==> src/rtl/uart_tx_arbiter.sv <==
// uart_tx_arbiter: shares one serial byte transmitter between two byte-stream
// requesters. Ownership is held for a whole frame, handed out round-robin, and
// released on the last byte of the frame or after a requester stall. The
// transmitter bit period is chosen from the board switches and only changes
// between frames.
module uart_tx_arbiter #(
    parameter int CLK_HZ      = 50000000,
    parameter int TIMEOUT_CYC = 1000000,
    parameter int DW          = 8
) (
    input  logic          clk,
    input  logic          rst,
    input  logic          s0_valid,
    input  logic [DW-1:0] s0_data,
    input  logic          s0_last,
    output logic          s0_ready,
    input  logic          s1_valid,
    input  logic [DW-1:0] s1_data,
    input  logic          s1_last,
    output logic          s1_ready,
    input  logic [2:0]    rate_sel,
    output logic          tx_valid,
    output logic [DW-1:0] tx_data,
    input  logic          tx_ready,
    output logic [15:0]   baud_div,
    output logic [1:0]    grant,
    output logic          busy,
    output logic          timeout_err
);

    // Rounded clocks-per-bit for a given baud rate.
    function automatic logic [15:0] baud_calc(input int baud);
        return 16'((CLK_HZ + baud / 2) / baud);
    endfunction

    localparam logic [15:0] BAUD_DIV_9600   = baud_calc(9600);
    localparam logic [15:0] BAUD_DIV_19200  = baud_calc(19200);
    localparam logic [15:0] BAUD_DIV_38400  = baud_calc(38400);
    localparam logic [15:0] BAUD_DIV_57600  = baud_calc(57600);
    localparam logic [15:0] BAUD_DIV_115200 = baud_calc(115200);
    localparam logic [15:0] BAUD_DIV_230400 = baud_calc(230400);
    localparam logic [15:0] BAUD_DIV_460800 = baud_calc(460800);
    localparam logic [15:0] BAUD_DIV_921600 = baud_calc(921600);

    // Last idle count before a granted frame is forcibly released.
    localparam logic [19:0] TO_LAST = 20'(TIMEOUT_CYC - 1);

    // Switch setting to bit period.
    function automatic logic [15:0] baud_lookup(input logic [2:0] sel);
        logic [15:0] div;
        case (sel)
            3'd0:    div = BAUD_DIV_9600;
            3'd1:    div = BAUD_DIV_19200;
            3'd2:    div = BAUD_DIV_38400;
            3'd3:    div = BAUD_DIV_57600;
            3'd4:    div = BAUD_DIV_115200;
            3'd5:    div = BAUD_DIV_230400;
            3'd6:    div = BAUD_DIV_460800;
            3'd7:    div = BAUD_DIV_921600;
            default: div = BAUD_DIV_115200;
        endcase
        return div;
    endfunction

    typedef enum logic [1:0] {
        ST_IDLE = 2'd0,
        ST_GNT0 = 2'd1,
        ST_GNT1 = 2'd2
    } state_t;

    state_t        r_state;
    logic [1:0]    r_grant;
    logic          r_busy;
    logic          r_timeout_err;
    logic          r_rr;          // id of the requester served last
    logic [19:0]   r_cnt;         // idle cycles inside the current frame
    logic [15:0]   r_baud_div;

    logic          w_own_valid;
    logic          w_own_last;
    logic          w_own_id;
    logic          w_hs_last;
    logic          w_timeout;

    // Select the handshake signals of the current owner.
    always_comb begin
        w_own_valid = 1'b0;
        w_own_last  = 1'b0;
        w_own_id    = 1'b0;
        case (r_state)
            ST_GNT0: begin
                w_own_valid = s0_valid;
                w_own_last  = s0_last;
                w_own_id    = 1'b0;
            end
            ST_GNT1: begin
                w_own_valid = s1_valid;
                w_own_last  = s1_last;
                w_own_id    = 1'b1;
            end
            default: begin
                w_own_valid = 1'b0;
                w_own_last  = 1'b0;
                w_own_id    = 1'b0;
            end
        endcase
    end

    // A last-byte handshake wins over a timeout landing on the same cycle.
    assign w_hs_last = w_own_valid & tx_ready & w_own_last;
    assign w_timeout = (r_cnt == TO_LAST) & ~w_hs_last;

    // Pass the owner's byte stream straight through to the transmitter.
    always_comb begin
        tx_valid = 1'b0;
        tx_data  = {DW{1'b0}};
        s0_ready = 1'b0;
        s1_ready = 1'b0;
        case (r_state)
            ST_GNT0: begin
                tx_valid = s0_valid;
                tx_data  = s0_valid ? s0_data : {DW{1'b0}};
                s0_ready = tx_ready & s0_valid;
            end
            ST_GNT1: begin
                tx_valid = s1_valid;
                tx_data  = s1_valid ? s1_data : {DW{1'b0}};
                s1_ready = tx_ready & s1_valid;
            end
            default: begin
                tx_valid = 1'b0;
                tx_data  = {DW{1'b0}};
            end
        endcase
    end

    // Ownership FSM: arbitration, frame end, stall timeout and baud latch.
    always_ff @(posedge clk or posedge rst) begin
        if (rst) begin
            r_state       <= ST_IDLE;
            r_grant       <= 2'b00;
            r_busy        <= 1'b0;
            r_timeout_err <= 1'b0;
            r_rr          <= 1'b1;
            r_cnt         <= 20'd0;
            r_baud_div    <= BAUD_DIV_115200;
        end else begin
            r_timeout_err <= 1'b0;
            case (r_state)
                ST_IDLE: begin
                    r_baud_div <= baud_lookup(rate_sel);
                    r_cnt      <= 20'd0;
                    if (s0_valid && (!s1_valid || r_rr)) begin
                        r_state <= ST_GNT0;
                        r_grant <= 2'b01;
                        r_busy  <= 1'b1;
                    end else if (s1_valid) begin
                        r_state <= ST_GNT1;
                        r_grant <= 2'b10;
                        r_busy  <= 1'b1;
                    end else begin
                        r_state <= ST_IDLE;
                        r_grant <= 2'b00;
                        r_busy  <= 1'b0;
                    end
                end
                ST_GNT0, ST_GNT1: begin
                    if (w_hs_last || w_timeout) begin
                        r_state       <= ST_IDLE;
                        r_grant       <= 2'b00;
                        r_busy        <= 1'b0;
                        r_rr          <= w_own_id;
                        r_cnt         <= 20'd0;
                        r_timeout_err <= w_timeout;
                    end else if (w_own_valid) begin
                        r_cnt <= 20'd0;
                    end else begin
                        r_cnt <= r_cnt + 20'd1;
                    end
                end
                default: begin
                    r_state <= ST_IDLE;
                    r_grant <= 2'b00;
                    r_busy  <= 1'b0;
                    r_cnt   <= 20'd0;
                end
            endcase
        end
    end

    assign grant       = r_grant;
    assign busy        = r_busy;
    assign timeout_err = r_timeout_err;
    assign baud_div    = r_baud_div;

endmodule

==> config.mk <==
export PLATFORM = sky130hd
export DESIGN_NAME = uart_tx_arbiter
export DESIGN_NICKNAME = d
export VERILOG_FILES = /design/src/rtl/uart_tx_arbiter.sv
export SDC_FILE = /design/constraint.sdc
export NUM_CORES = 1
export LEC_CHECK = 0
export CAP_MARGIN = 20
export CORE_ASPECT_RATIO = 0.6
export CORE_MARGIN = 1.5
export CORE_UTILIZATION = 48
export CTS_CLUSTER_SIZE = 30
export DETAILED_ROUTE_END_ITERATION = 6
export PLACE_DENSITY = 0.8
export SETUP_SLACK_MARGIN = 0.2
export SLEW_MARGIN = 30
export SYNTH_ARGS = -nofsm -noshare
export SYNTH_HDL_FRONTEND = slang
export SYNTH_SLANG_ARGS = --single-unit
==> constraint.sdc <==
create_clock -name clk -period 2.75 [get_ports clk]
set_clock_uncertainty 0.15 [all_clocks]
set_input_delay 0.4125 -clock clk [delete_from_list [all_inputs] [get_ports clk]]
set_output_delay 0.4125 -clock clk [all_outputs]
set_load 0.02 [all_outputs]
After elaboration in Yosys (flattened, before gate mapping)
Memory sizes are Yosys's and may differ from the RTL's. A register that Yosys moved wholly into a read port is not among the register bits.
Index checks and enable logic that the tools add are counted.
W data, S select, Z words.

word-level totals
  flip-flop bits (word level) = 41
  bits in latches = 0
  RAM bits = 0
  memory bits (read-only) = 104
  memories = 1

memories
  memory            words  width  read ports  clocked after memory_dff  write ports  line  source
  (name not given)  8      13     1           1                         0            51    case (sel)

operators by class
  add/sub/neg operators = 1
  multipliers = 0
  div/mod/pow operators = 0
  $lt $le $gt $ge = 0
  equal/unequal tests = 4
  shift operators = 0
  multiplexer cells = 21
  bitwise logic cells = 6
  reductions and logical operators = 7

operators by type and width
  kind                     count
  $mux W20                 3
  $add A20 B1 Y20 const B  1
  $eq A20 B20 Y1 const B   1
  $mux W8                  2
  $pmux W8 S2              1
  $mux W1                  8
  $mux W2                  3
  $pmux W1 S2              3
  $and A1 B1 Y1            5
  $pmux W2 S2              1
  $eq A2 B1 Y1 const B     1
  $eq A2 B2 Y1 const B     1
  $logic_not A2 Y1         1
  $logic_or A1 B1 Y1       2
  $ne A2 B2 Y1 const B     1
  $reduce_and A2 Y1        1
  $reduce_or A2 Y1         1
  $logic_and A1 B1 Y1      1
  $logic_not A1 Y1         1
  $not A1 Y1               1

Depth between registers and ports, before layout
Gate-level depths: netlist (run 1).

  depth in word-level cells = 9
  gate-level depth with buffers = 8
  gate-level depth less buffers = 6

Worst setup path after synthesis (run 1)
No wires, ideal clock.

  path type = register -> register
  start point = reg, netlist name grant[0]
  end point = reg r_grant[1], in the netlist grant[1]
  setup time = 0.125 ns
  arrival = 1.904 ns
  setup slack = 0.571 ns
  stages on the path, launching flop included = 7
  buffers on the path = 0
  period minus slack after synthesis = 2.179 ns
  cells stage by stage = dfrtp_1 -> inv_1 -> ha_1 -> a22oi_1 -> o31ai_1 -> a21oi_1 -> mux2_2

RTL lines
  what                  line  source
  end signal, assigned  141   r_grant <= 2'b00;
  end signal, assigned  155   r_grant <= 2'b01;
  end signal, assigned  159   r_grant <= 2'b10;
  end, declared         72    logic [1:0] r_grant;

==> results of run 1 <==
-- power by group --
part,internal [uW],switching [uW]
logic,497,618
registers,718,81.5
clock network,180,185
total,1390,885
-- flip-flops by register name, summed over array words and instances (netlist names) --
register and count:
timeout_err 1, baud_div 13, r_rr 1, busy 1
grant 2, r_cnt 20
-- Yosys cell counts, types with 2 or more instances --
library cell and n:
a21oi_1 14, a22o_1 2, a22oi_1 9, and2_1 2, and3_1 5, buf_1 2
buf_2 2, buf_4 3, clkbuf_1 5, dfrtp_1 32, dfstp_2 6, ha_1 10
inv_1 15, mux2_2 8, mux2i_1 5, nand2_1 6, nand3_1 8, nand4_1 3
nor2_1 32, nor3_1 3, nor4_1 4, o21ai_0 6, o31ai_1 4, or3_1 3
or4_1 5, xnor2_1 10, xor2_1 2
-- metrics by stage --
step	instance area [um2]	hold slack, ps	power, uW
2_1_floorplan	2110	297	1480
3_3_place_gp	2700	323	1920
3_5_place_dp	2700	330	1940
4_1_cts	2770	340	2300
5_1_grt	2770	353	2430
6_report	2770	335	2280
-- layer usage --
layer,up-vias,GRT usage,routed length [um],part of all wire
met5,-,0,0,0
met2,64,0.319,1950,0.43
met1,833,0.263,2190,0.48
li1,873,-,-,-
met3,5,0.0679,371,0.081
met4,0,0.0781,61,0.013
-- cells by family after synthesis --
logic type,Yosys count
AOI/OAI and AO/OA,41
muxes,13
xor gates and xnor gates,12
and+or+nand+nor,76
DFF,38
buffers and inverters,29
adders and majority gates,10
other,1
-- layout make-up --
cell class                 count  area (um2)  share of cell area
tap                           60        75.1              0.0271
inverter                      16        61.3              0.0221
sequential                    38         958               0.346
clock buffer                   8        80.1              0.0289
timing repair buffer          59         564               0.204
multi-input combinational    155        1030               0.372
-- worst paths after layout --
check | start | end | slack [ps] | cells after the start
hold / removal | r_cnt[0]$_DFF_PP0_ | r_cnt[0]$_DFF_PP0_ | 330 | 1
min in group asynchronous | rst | baud_div[3]$_DFFE_PP0P_ | 370 | 3
max in group asynchronous | rst | baud_div[7]$_DFFE_PP1P_ | 1720 | 3
setup / recovery | grant[0]$_DFFE_PP0P_ | s1_ready | 340 | 4
hold reg to reg | r_cnt[0]$_DFF_PP0_ | r_cnt[0]$_DFF_PP0_ | 330 | 1
setup reg to reg | r_cnt[0]$_DFF_PP0_ | r_cnt[18]$_DFF_PP0_ | 510 | 5
-- critical path, cell delays in order, from the launching register on --
cell             delay (ps)
dfrtp_1                 420
inv_1                   110
ha_1                    250
and3_1                  190
clkdlybuf4s50_1         600
==> summary.txt, run 1 <==
Placed design
  – Pre-CTS setup slack: 122 ps
  – RePlAce Congestion: 0.823
  – Post-DP HPWL: 3.38 mm
  – Port Buffers: 53
  – Placed Cells: 328

Setup path
  – WS Path Type: reg -> out
  – Startpoint Class: flip-flop
  – WP data arrival: 1850 ps
  – Critical Path Sink Type: output port
  – Crit Path Max Fanout: 5
  – Worst path required time: 2190 ps

Synth
  – Top post-synthesis cells by area: dfrtp_1, dfstp_2, ha_1
  – Synth Instances: 220
  – Post-Synth Simple-Gate Area: 0.183
  – Complex-gate fraction of the synthesized area: 0.124
  – Seq/Total Area, Yosys: 0.456
  – Yosys top cell area share: 0.381
  – Synth Area in Adders: 0.0595
  – Synth Area in XOR/XNOR: 0.0500
  – Async SR Flop Fraction: 1.00
  – Syn Area/Cell: 9.55 um2
  – Post-synth top area cell: dfrtp_1
  – Synth cell types: 41
  – Synth Cell Area: 0.00210 mm2
  – Yosys reg bits: 38
  – Post-synth EDFFs: 0
  – Top FF cell, synth: dfrtp_1
  – Post-synthesis mux area share: 0.0667
  – Synthesis Warnings: 0
  – Largest family of logic cells by synthesized area: simple AND/OR/NAND/NOR gates

Die
  – Core ar.: 0.00414 mm2
  – Die area: 0.00480 mm2
  – Initial Util: 0.507
  – Num ports: 57
  – Die W: 88.4 um
  – FP Rows: 18
  – Die Y: 54.3 um

Power
  – Pwr dens: 823 mW/mm2
  – Leakage: 0.00119 uW
  – VDD IR max: 742 uV

Clock tree
  – Max H-tree Level: 2
  – Clock Sinks: 38
  – Post-CTS resize count: 11
  – Root Buffer: clkbuf_8
  – Worst-skew pair later-pin latency: 290 ps
  – Clk pin slew, worst setup/hold paths: 70 ps
  – Postcts setup bufs: 0
  – CTS tree: built
  – TritonCTS Buffers: 5
  – Worst-case clock buffer depth: 2
  – CTS Hold Bufs: 0

Status
  – Outcome: finished clean

Global routing
  – First-pass GRT wire length: 7.13 mm
  – Vias in the first global route: 1585
  – GRT overflow: 0
  – Largest net degree at the start of global routing: 39
  – Initial antenna violation count: 0
  – Tot GR Track Use: 0.203

Routing
  – Final wirelength: 4.57 mm
  – Number of routed nets with antenna violations: 0
  – DR DRC count: 0
  – Via count: 1775
  – Via density: 5.28
  – Drt initial violations: 73
  – Drt first pass iters: 4
  – Routed WL per cell: 13.6 um

STA
  – Slew HR: 0.578
  – Worst-margin pin slew: 633 ps
  – Tcrit/Tclk final: 0.876
  – Peak Freq: 415 MHz
  – RSZ-0062 raised after global routing: false
  – Final Hold Viols: 0
  – Min Tclk post-route: 2410 ps
  – Final TNS setup: 0 ps
  – Final count of negative-setup-slack endpoints: 0
  – Slew Limit Fails: 0
  – Worst Setup Slack, final: 342 ps

Layout
  – Post-layout nets: 311
  – Non-Filler Instances: 336
  – Diode count: 0
  – Commonest non-fill, non-tap cells in the layout: clkdlybuf4s50_1, nor2_1, dfrtp_1
  – Layout cell share with drive strength beyond 1: 0.112
  – Most common cell after layout, fill and taps aside: clkdlybuf4s50_1
  – Fin util: 0.668
  – Fill cell count: 353
  – Synth-to-layout area growth: 31.7%

Flow run
  – Max-cap violations: 0

Worst hold path
  – HP Class: reg -> reg
(Power assumes the default switching activity.)
==> run 2: changes to the inputs <==
--- a/config.mk
+++ b/config.mk
@@ -8,10 +8,9 @@
 export CAP_MARGIN = 20
 export CORE_ASPECT_RATIO = 0.6
 export CORE_MARGIN = 1.5
-export CORE_UTILIZATION = 48
+export CORE_UTILIZATION = 29
 export CTS_CLUSTER_SIZE = 30
 export DETAILED_ROUTE_END_ITERATION = 6
-export PLACE_DENSITY = 0.8
 export SETUP_SLACK_MARGIN = 0.2
 export SLEW_MARGIN = 30
 export SYNTH_ARGS = -nofsm -noshare
==> run 2 against run 1 <==
- global-route usage decreased by 7.4 points
- non-clock buffer count increased by 1
- clock-buffer cell count decreased by 1
- combinational power about the same
- design area increased by 3.9%
- sequential power decreased by 0.5%
- worst setup slack improved by 18 ps
- flip-flop and latch count unchanged
- largest power group unchanged
- worst hold slack got worse by 3.9 ps
- first-iteration DRC count decreased by 12%
- final cell count increased by 8.3%
- highest routed layer unchanged
- sequential share of layout area decreased by 1.3 points
==> summary.txt, run 2 (synthesized netlist as in run 1, its figures left out) <==
Status
  – Outcome: finished clean

Layout
  – Most common cell after layout, fill and taps aside: clkdlybuf4s50_1
  – Commonest non-fill, non-tap cells in the layout: clkdlybuf4s50_1, nor2_1, dfrtp_1
  – Synth-to-layout area growth: 36.9%
  – Diode count: 0 (unchanged)
  – Layout cell share with drive strength beyond 1: 0.126 (+0.0140)
  – Post-layout nets: 312 (+0.32%)
  – Cell area after layout: 0.00288 mm2 (+3.9%)
  – Biggest register: r_cnt
  – Largest register FFs: 20 (unchanged)

Global routing
  – GRT overflow: 0 (unchanged)
  – First-pass GRT wire length: 7.86 mm (+10%)
  – Initial antenna violation count: 0 (unchanged)
  – Tot GR Track Use: 0.129 (-0.0737)
  – Vias in the first global route: 1653 (+4.3%)
  – Largest net degree at the start of global routing: 39 (unchanged)

STA
  – Min Tclk post-route: 2390 ps (-18.5 ps)
  – Final Hold Viols: 0 (unchanged)
  – Worst-margin pin slew: 633 ps (-0.337 ps)
  – Peak Freq: 419 MHz (+0.77%)
  – Final count of negative-setup-slack endpoints: 0 (unchanged)
  – Slew Limit Fails: 0 (unchanged)
  – Final TNS setup: 0 ps (unchanged)
  – Tcrit/Tclk final: 0.869 (-0.00672)
  – RSZ-0062 raised after global routing: false
  – Slew HR: 0.578 (about the same)

Clock tree
  – Root Buffer: clkbuf_16
  – Worst-case clock buffer depth: 2 (unchanged)
  – Clk pin slew, worst setup/hold paths: 50 ps (-20 ps)
  – Max H-tree Level: 2 (unchanged)
  – CTS tree: built
  – Clock Sinks: 38 (unchanged)
  – Postcts setup bufs: 0 (unchanged)
  – TritonCTS Buffers: 5 (unchanged)
  – Worst-skew pair later-pin latency: 270 ps (-20 ps)

Placed design
  – RePlAce Congestion: 0.745 (-9.5%)
  – Area post-placement: 0.00274 mm2 (+1.5%)
  – Post-DP HPWL: 3.51 mm (+3.7%)
  – Port Buffers: 53 (unchanged)

Setup path
  – Critical Path Sink Type: output port
  – Crit Path Max Fanout: 4 (-1)
  – Startpoint Class: flip-flop
  – WP data arrival: 1830 ps (-20 ps)
  – WS Path Type: reg -> out
  – Worst path cell trace: inv_1 > ha_1 > buf_4 > and3_1 > clkdlybuf4s50_1
  – Delay of the slowest cell on the worst path: 600 ps (about the same)
  – Critical path's slowest cell: clkdlybuf4s50_1
  – Worst path required time: 2190 ps (about the same)

Routing
  – Number of routed nets with antenna violations: 0 (unchanged)
  – Via density: 4.85 (-8.3%)
  – Drt initial violations: 64 (-12%)
  – DR DRC count: 0 (unchanged)
  – Drt first pass iters: 4 (unchanged)
  – Final wirelength: 4.80 mm (+5.0%)
  – Routed WL per cell: 13.2 um (-3.0%)
  – Via count: 1764 (-0.62%)

Die
  – FP Rows: 23 (+5)
  – Core ar.: 0.00685 mm2 (+65%)
  – Initial Util: 0.307 (-0.200)
  – Die W: 113 um (+28%)
  – Num ports: 57 (unchanged)
  – Die area: 0.00778 mm2 (+62%)
  – Die Y: 68.9 um (+27%)

Flow run
  – Max-cap violations: 0 (unchanged)

Power
  – Leakage: 0.00123 uW (+3.3%)
  – Pwr dens: 864 mW/mm2 (+5.0%)
  – VDD IR max: 409 uV (-45%)

Worst hold path
  – HP Class: reg -> reg
## run 2: metal layers
layer,GRT usage,vias to the layer above,wire [um],share of wire
met5,0,-,0,0
met4,0.0391,0,33,0.0069
met3,0.0367,5,330,0.069
met2,0.185,56,1810,0.38
met1,0.187,825,2630,0.55
li1,-,878,-,-
## run 2: area by class of cell
class | instances | area [um2]
Inverter | 16 | 61.3
Multi-Input combinational cell | 155 | 1030
Clock inverter | 1 | 5.00
Timing Repair Buffer | 60 | 572
Clock buffer | 7 | 143
Sequential cell | 38 | 958
Tap cell | 87 | 109
Fill cell | 699 | 3970
## run 2: power by group
| part | switching, uW | total, uW | internal [uW] |
|---|---|---|---|
| sequential | 77.4 | 796 | 719 |
| combinational | 629 | 1130 | 498 |
| clock | 205 | 563 | 359 |
| total | 911 | 2490 | 1580 |
## run 2: worst max-delay path, delay by kind of cell (launching register included)
family,cells,cell delay [ps]
AND/OR/NAND/NOR,1,130
buffers and inverters,3,840
adder cells (fa/ha/maj),1,180
flip-flops,1,400
## run 2: final timing paths
check,start,end,slack [ps],cells past startpoint
max,grant[0]$_DFFE_PP0P_,s1_ready,360,5
min,r_cnt[0]$_DFF_PP0_,r_cnt[0]$_DFF_PP0_,330,1
max reg2reg,r_cnt[0]$_DFF_PP0_,r_cnt[18]$_DFF_PP0_,510,5
min reg2reg,r_cnt[0]$_DFF_PP0_,r_cnt[0]$_DFF_PP0_,330,1
max in group asynchronous,rst,baud_div[8]$_DFFE_PP1P_,1670,3
min in group asynchronous,rst,r_cnt[1]$_DFF_PP0_,410,3
## run 2: what timing repair did
item                                    in CTS  in global routing
hold buffers                                 0                  0
gates resized for setup                     12                  0
endpoints found under the setup margin       9                  0
## run 2: through the flow
step	setup slack, ps	power (uW)	hold WS, ps	utilization	cells
CTS	340	2520	331	0.420	364
floorplan	571	1480	297	-	222
global route	261	2660	353	0.420	364
global placement	198	1940	321	0.400	356
detailed placement	120	1950	323	0.400	356
finish	361	2490	331	0.420	364
==> run 3: changes to the inputs <==
==> constraint.sdc (replaced) <==
create_clock -name clk -period 2.09 [get_ports clk]
set_clock_uncertainty 0.15 [all_clocks]
set_input_delay 0.3135 -clock clk [delete_from_list [all_inputs] [get_ports clk]]
set_output_delay 0.3135 -clock clk [all_outputs]
set_load 0.02 [all_outputs]
==> run 3 against run 2 <==
- critical path depth grew 1
- flip-flop and latch count is the same
- worst hold slack lost 36 ps
- clock-buffer cell count shrank 1
- via count grew 9.1%
- wire length grew 16%
- utilization grew 9.4 points
- register-to-register slack lost 400 ps
==> summary.txt, run 3 (synthesized netlist as in run 1, its figures left out) <==
Status
  – Outcome: finished clean

Layout
  – Largest register FFs: 20 (unchanged)
  – Commonest non-fill, non-tap cells in the layout: buf_4, clkdlybuf4s50_1, dfrtp_1
  – Fin util: 0.515 (+0.0944)
  – Post-layout nets: 345 (+11%)
  – Register area: 963 um2 (+0.52%)
  – Synth-to-layout area growth: 67.7%
  – Most common cell after layout, fill and taps aside: buf_4
  – Area occupied by multi-input gates: 0.00130 mm2 (+26%)
  – Fill cell count: 644 (-7.9%)
  – Diode count: 0 (unchanged)
  – Biggest register: r_cnt
  – Cell area after layout: 0.00352 mm2 (+22%)
  – Layout cell share with drive strength beyond 1: 0.435 (+0.309)
  – Non-Filler Instances: 397 (+9.1%)

Global routing
  – Largest net degree at the start of global routing: 39 (unchanged)
  – Vias in the first global route: 1813 (+9.7%)
  – Tot GR Track Use: 0.142 (+0.0134)
  – First-pass GRT wire length: 8.71 mm (+11%)
  – GRT overflow: 0 (unchanged)
  – Initial antenna violation count: 0 (unchanged)

Worst hold path
  – HP Class: in -> async

Power
  – Psw: 1530 uW (+68%)
  – Seq pwr share: 0.244 (-0.076)
  – Gate power share: 0.523 (+0.070)
  – Pwr dens: 1220 mW/mm2 (+42%)
  – Leakage: 0.00150 uW (+22%)
  – Int Pwr: 2780 uW (+76%)
  – VDD IR max: 695 uV (+70%)
  – Tot Pwr: 4310 uW (+73%)
  – Net Sw Frac: 0.356 (-0.0110)
  – Clock power share: 0.233 (+0.006)

Placed design
  – Pre-CTS setup slack: -310 ps (-430 ps)
  – RePlAce Congestion: 0.818 (+9.8%)
  – Post-DP HPWL: 3.63 mm (+3.5%)
  – Placed Cells: 374 (+5.1%)
  – Port Buffers: 53 (unchanged)
  – Area post-placement: 0.00294 mm2 (+7.5%)

STA
  – RSZ-0062 raised after global routing: true
  – Final count of negative-setup-slack endpoints: 0 (unchanged)
  – Slew HR: 0.658 (+0.0802)
  – Tcrit/Tclk final: 0.961
  – Min Tclk post-route: 2010 ps
  – Worst Setup Slack, final: 80.8 ps (-280 ps)
  – Worst-margin pin slew: 511 ps (-122 ps)
  – Final Hold Viols: 0 (unchanged)
  – Slew Limit Fails: 0 (unchanged)
  – Peak Freq: 498 MHz

Setup path
  – WP buf/inv: 2 (-1)
  – Delay of the slowest cell on the worst path: 440 ps (-160 ps)
  – Crit Path Max Fanout: 6 (+2)
  – WP data arrival: 1550 ps (-280 ps)
  – Worst path cell trace: ha_4 > and2_4 > buf_12 > a22oi_2 > nor2_2 > buf_6
  – Startpoint Class: flip-flop
  – Worst path required time: 1630 ps (-560 ps)
  – WS Path Type: reg -> out
  – Critical Path Sink Type: output port
  – Top cell family by delay on the critical path: flip-flops
  – Critical path's slowest cell: dfrtp_2

Die
  – FP Rows: 23 (unchanged)
  – Core ar.: 0.00685 mm2 (unchanged)
  – Die Y: 68.9 um (unchanged)
  – Die area: 0.00778 mm2 (unchanged)
  – Die W: 113 um (unchanged)
  – Num ports: 57 (unchanged)
  – Initial Util: 0.307 (unchanged)

Clock tree
  – CTS tree: built
  – Max H-tree Level: 2 (unchanged)
  – Worst-case clock buffer depth: 2 (unchanged)
  – Worst-skew pair later-pin latency: 280 ps (about the same)
  – Clock Sinks: 38 (unchanged)
  – TritonCTS Buffers: 5 (unchanged)
  – Clk pin slew, worst setup/hold paths: 60 ps (about the same)
  – Root Buffer: clkbuf_16

Routing
  – DR top layer: met4
  – Via count: 1924 (+9.1%)
  – Via density: 4.85 (about the same)
  – Metal2 WL: 2.34 mm (+29%)
  – Final wirelength: 5.56 mm (+16%)
  – Number of routed nets with antenna violations: 0 (unchanged)
  – Drt initial violations: 58 (-9.4%)
  – Wire length on met3: 338 um (+2.4%)
  – Drt first pass iters: 4 (unchanged)
  – Routed WL per cell: 14.0 um (+6.1%)
  – Met1 Routed Length: 2.86 mm (+8.7%)
  – DR DRC count: 0 (unchanged)

Flow run
  – Max-cap violations: 0 (unchanged)
[run 3: changes by cell type in the layout (fill, tap and decap cells not counted), sizes merged]
cell | previous run | this run
buf | 7 | 50
clkinv | 2 | 1
dlymetal6s2s | 0 | 6
dlygate4sd2 | 9 | 0
clkdlybuf4s50 | 44 | 36
bufinv | 0 | 2
[run 3: path summary, 6_finish.rpt]
kind | to | slack, ps | start | cells after the start
max | tx_data[2] | 80 | grant[1]$_DFFE_PP0P_ | 6
min | baud_div[9]$_DFFE_PP0P_ | 290 | rst | 3
min in group clk | baud_div[8]$_DFFE_PP1P_ | 340 | baud_div[8]$_DFFE_PP1P_ | 2
max in group asynchronous | grant[1]$_DFFE_PP0P_ | 1120 | rst | 3
max reg2reg | r_cnt[6]$_DFF_PP0_ | 110 | grant[1]$_DFFE_PP0P_ | 9
min reg2reg | baud_div[8]$_DFFE_PP1P_ | 340 | baud_div[8]$_DFFE_PP1P_ | 2
[run 3: tightest hold or removal path, delay by kind of cell]
family   cells  cell delay, ps
buf+inv      3             850
[run 3: metrics by stage]
| stage | hold WS, ps | TNS [ps] |
|---|---|---|
| 6_report | 294 | 0 |
| 2_1_floorplan | 336 | 0 |
| 5_1_grt | 361 | 0 |
| 4_1_cts | 314 | 0 |
| 3_3_place_gp | 334 | -2430 |
| 3_5_place_dp | 329 | -2560 |
[run 3: cell type report]
cell class / instances / share of cell area
tap: 87 / 0.0309
multi-input combinational: 155 / 0.368
clock buffer: 6 / 0.0394
inverter: 16 / 0.0185
clock inverter: 2 / 0.0170
sequential: 38 / 0.273
timing repair buffer: 93 / 0.252
[run 3: repair_timing]
| action | CTS | global route |
|---|---|---|
| gates cloned | 0 | 1 |
| resized for setup | 83 | 43 |
| hold buffers | 0 | 0 |
| pin swaps | 11 | 5 |
| setup buffers | 8 | 6 |
| setup endpoints to repair | 23 | 39 |
| hold endpoints to repair | 0 | 0 |
[run 3: metal layers]
| layer | GRT usage | vias to the layer above |
|---|---|---|
| li1 | - | 946 |
| met1 | 0.201 | 920 |
| met4 | 0.0328 | 0 |
| met5 | 0 | - |
| met2 | 0.214 | 54 |
| met3 | 0.0428 | 4 |
[run 3: power by group through the flow]
stage | clock, uW | sequential, uW | combinational (uW)
2_1_floorplan | 0 | 1230 | 792
3_3_place_gp | 0 | 1060 | 1750
3_5_place_dp | 0 | 1060 | 1760
4_1_cts | 1020 | 1060 | 1960
5_1_grt | 1060 | 1080 | 2430
6_report | 1010 | 1050 | 2260
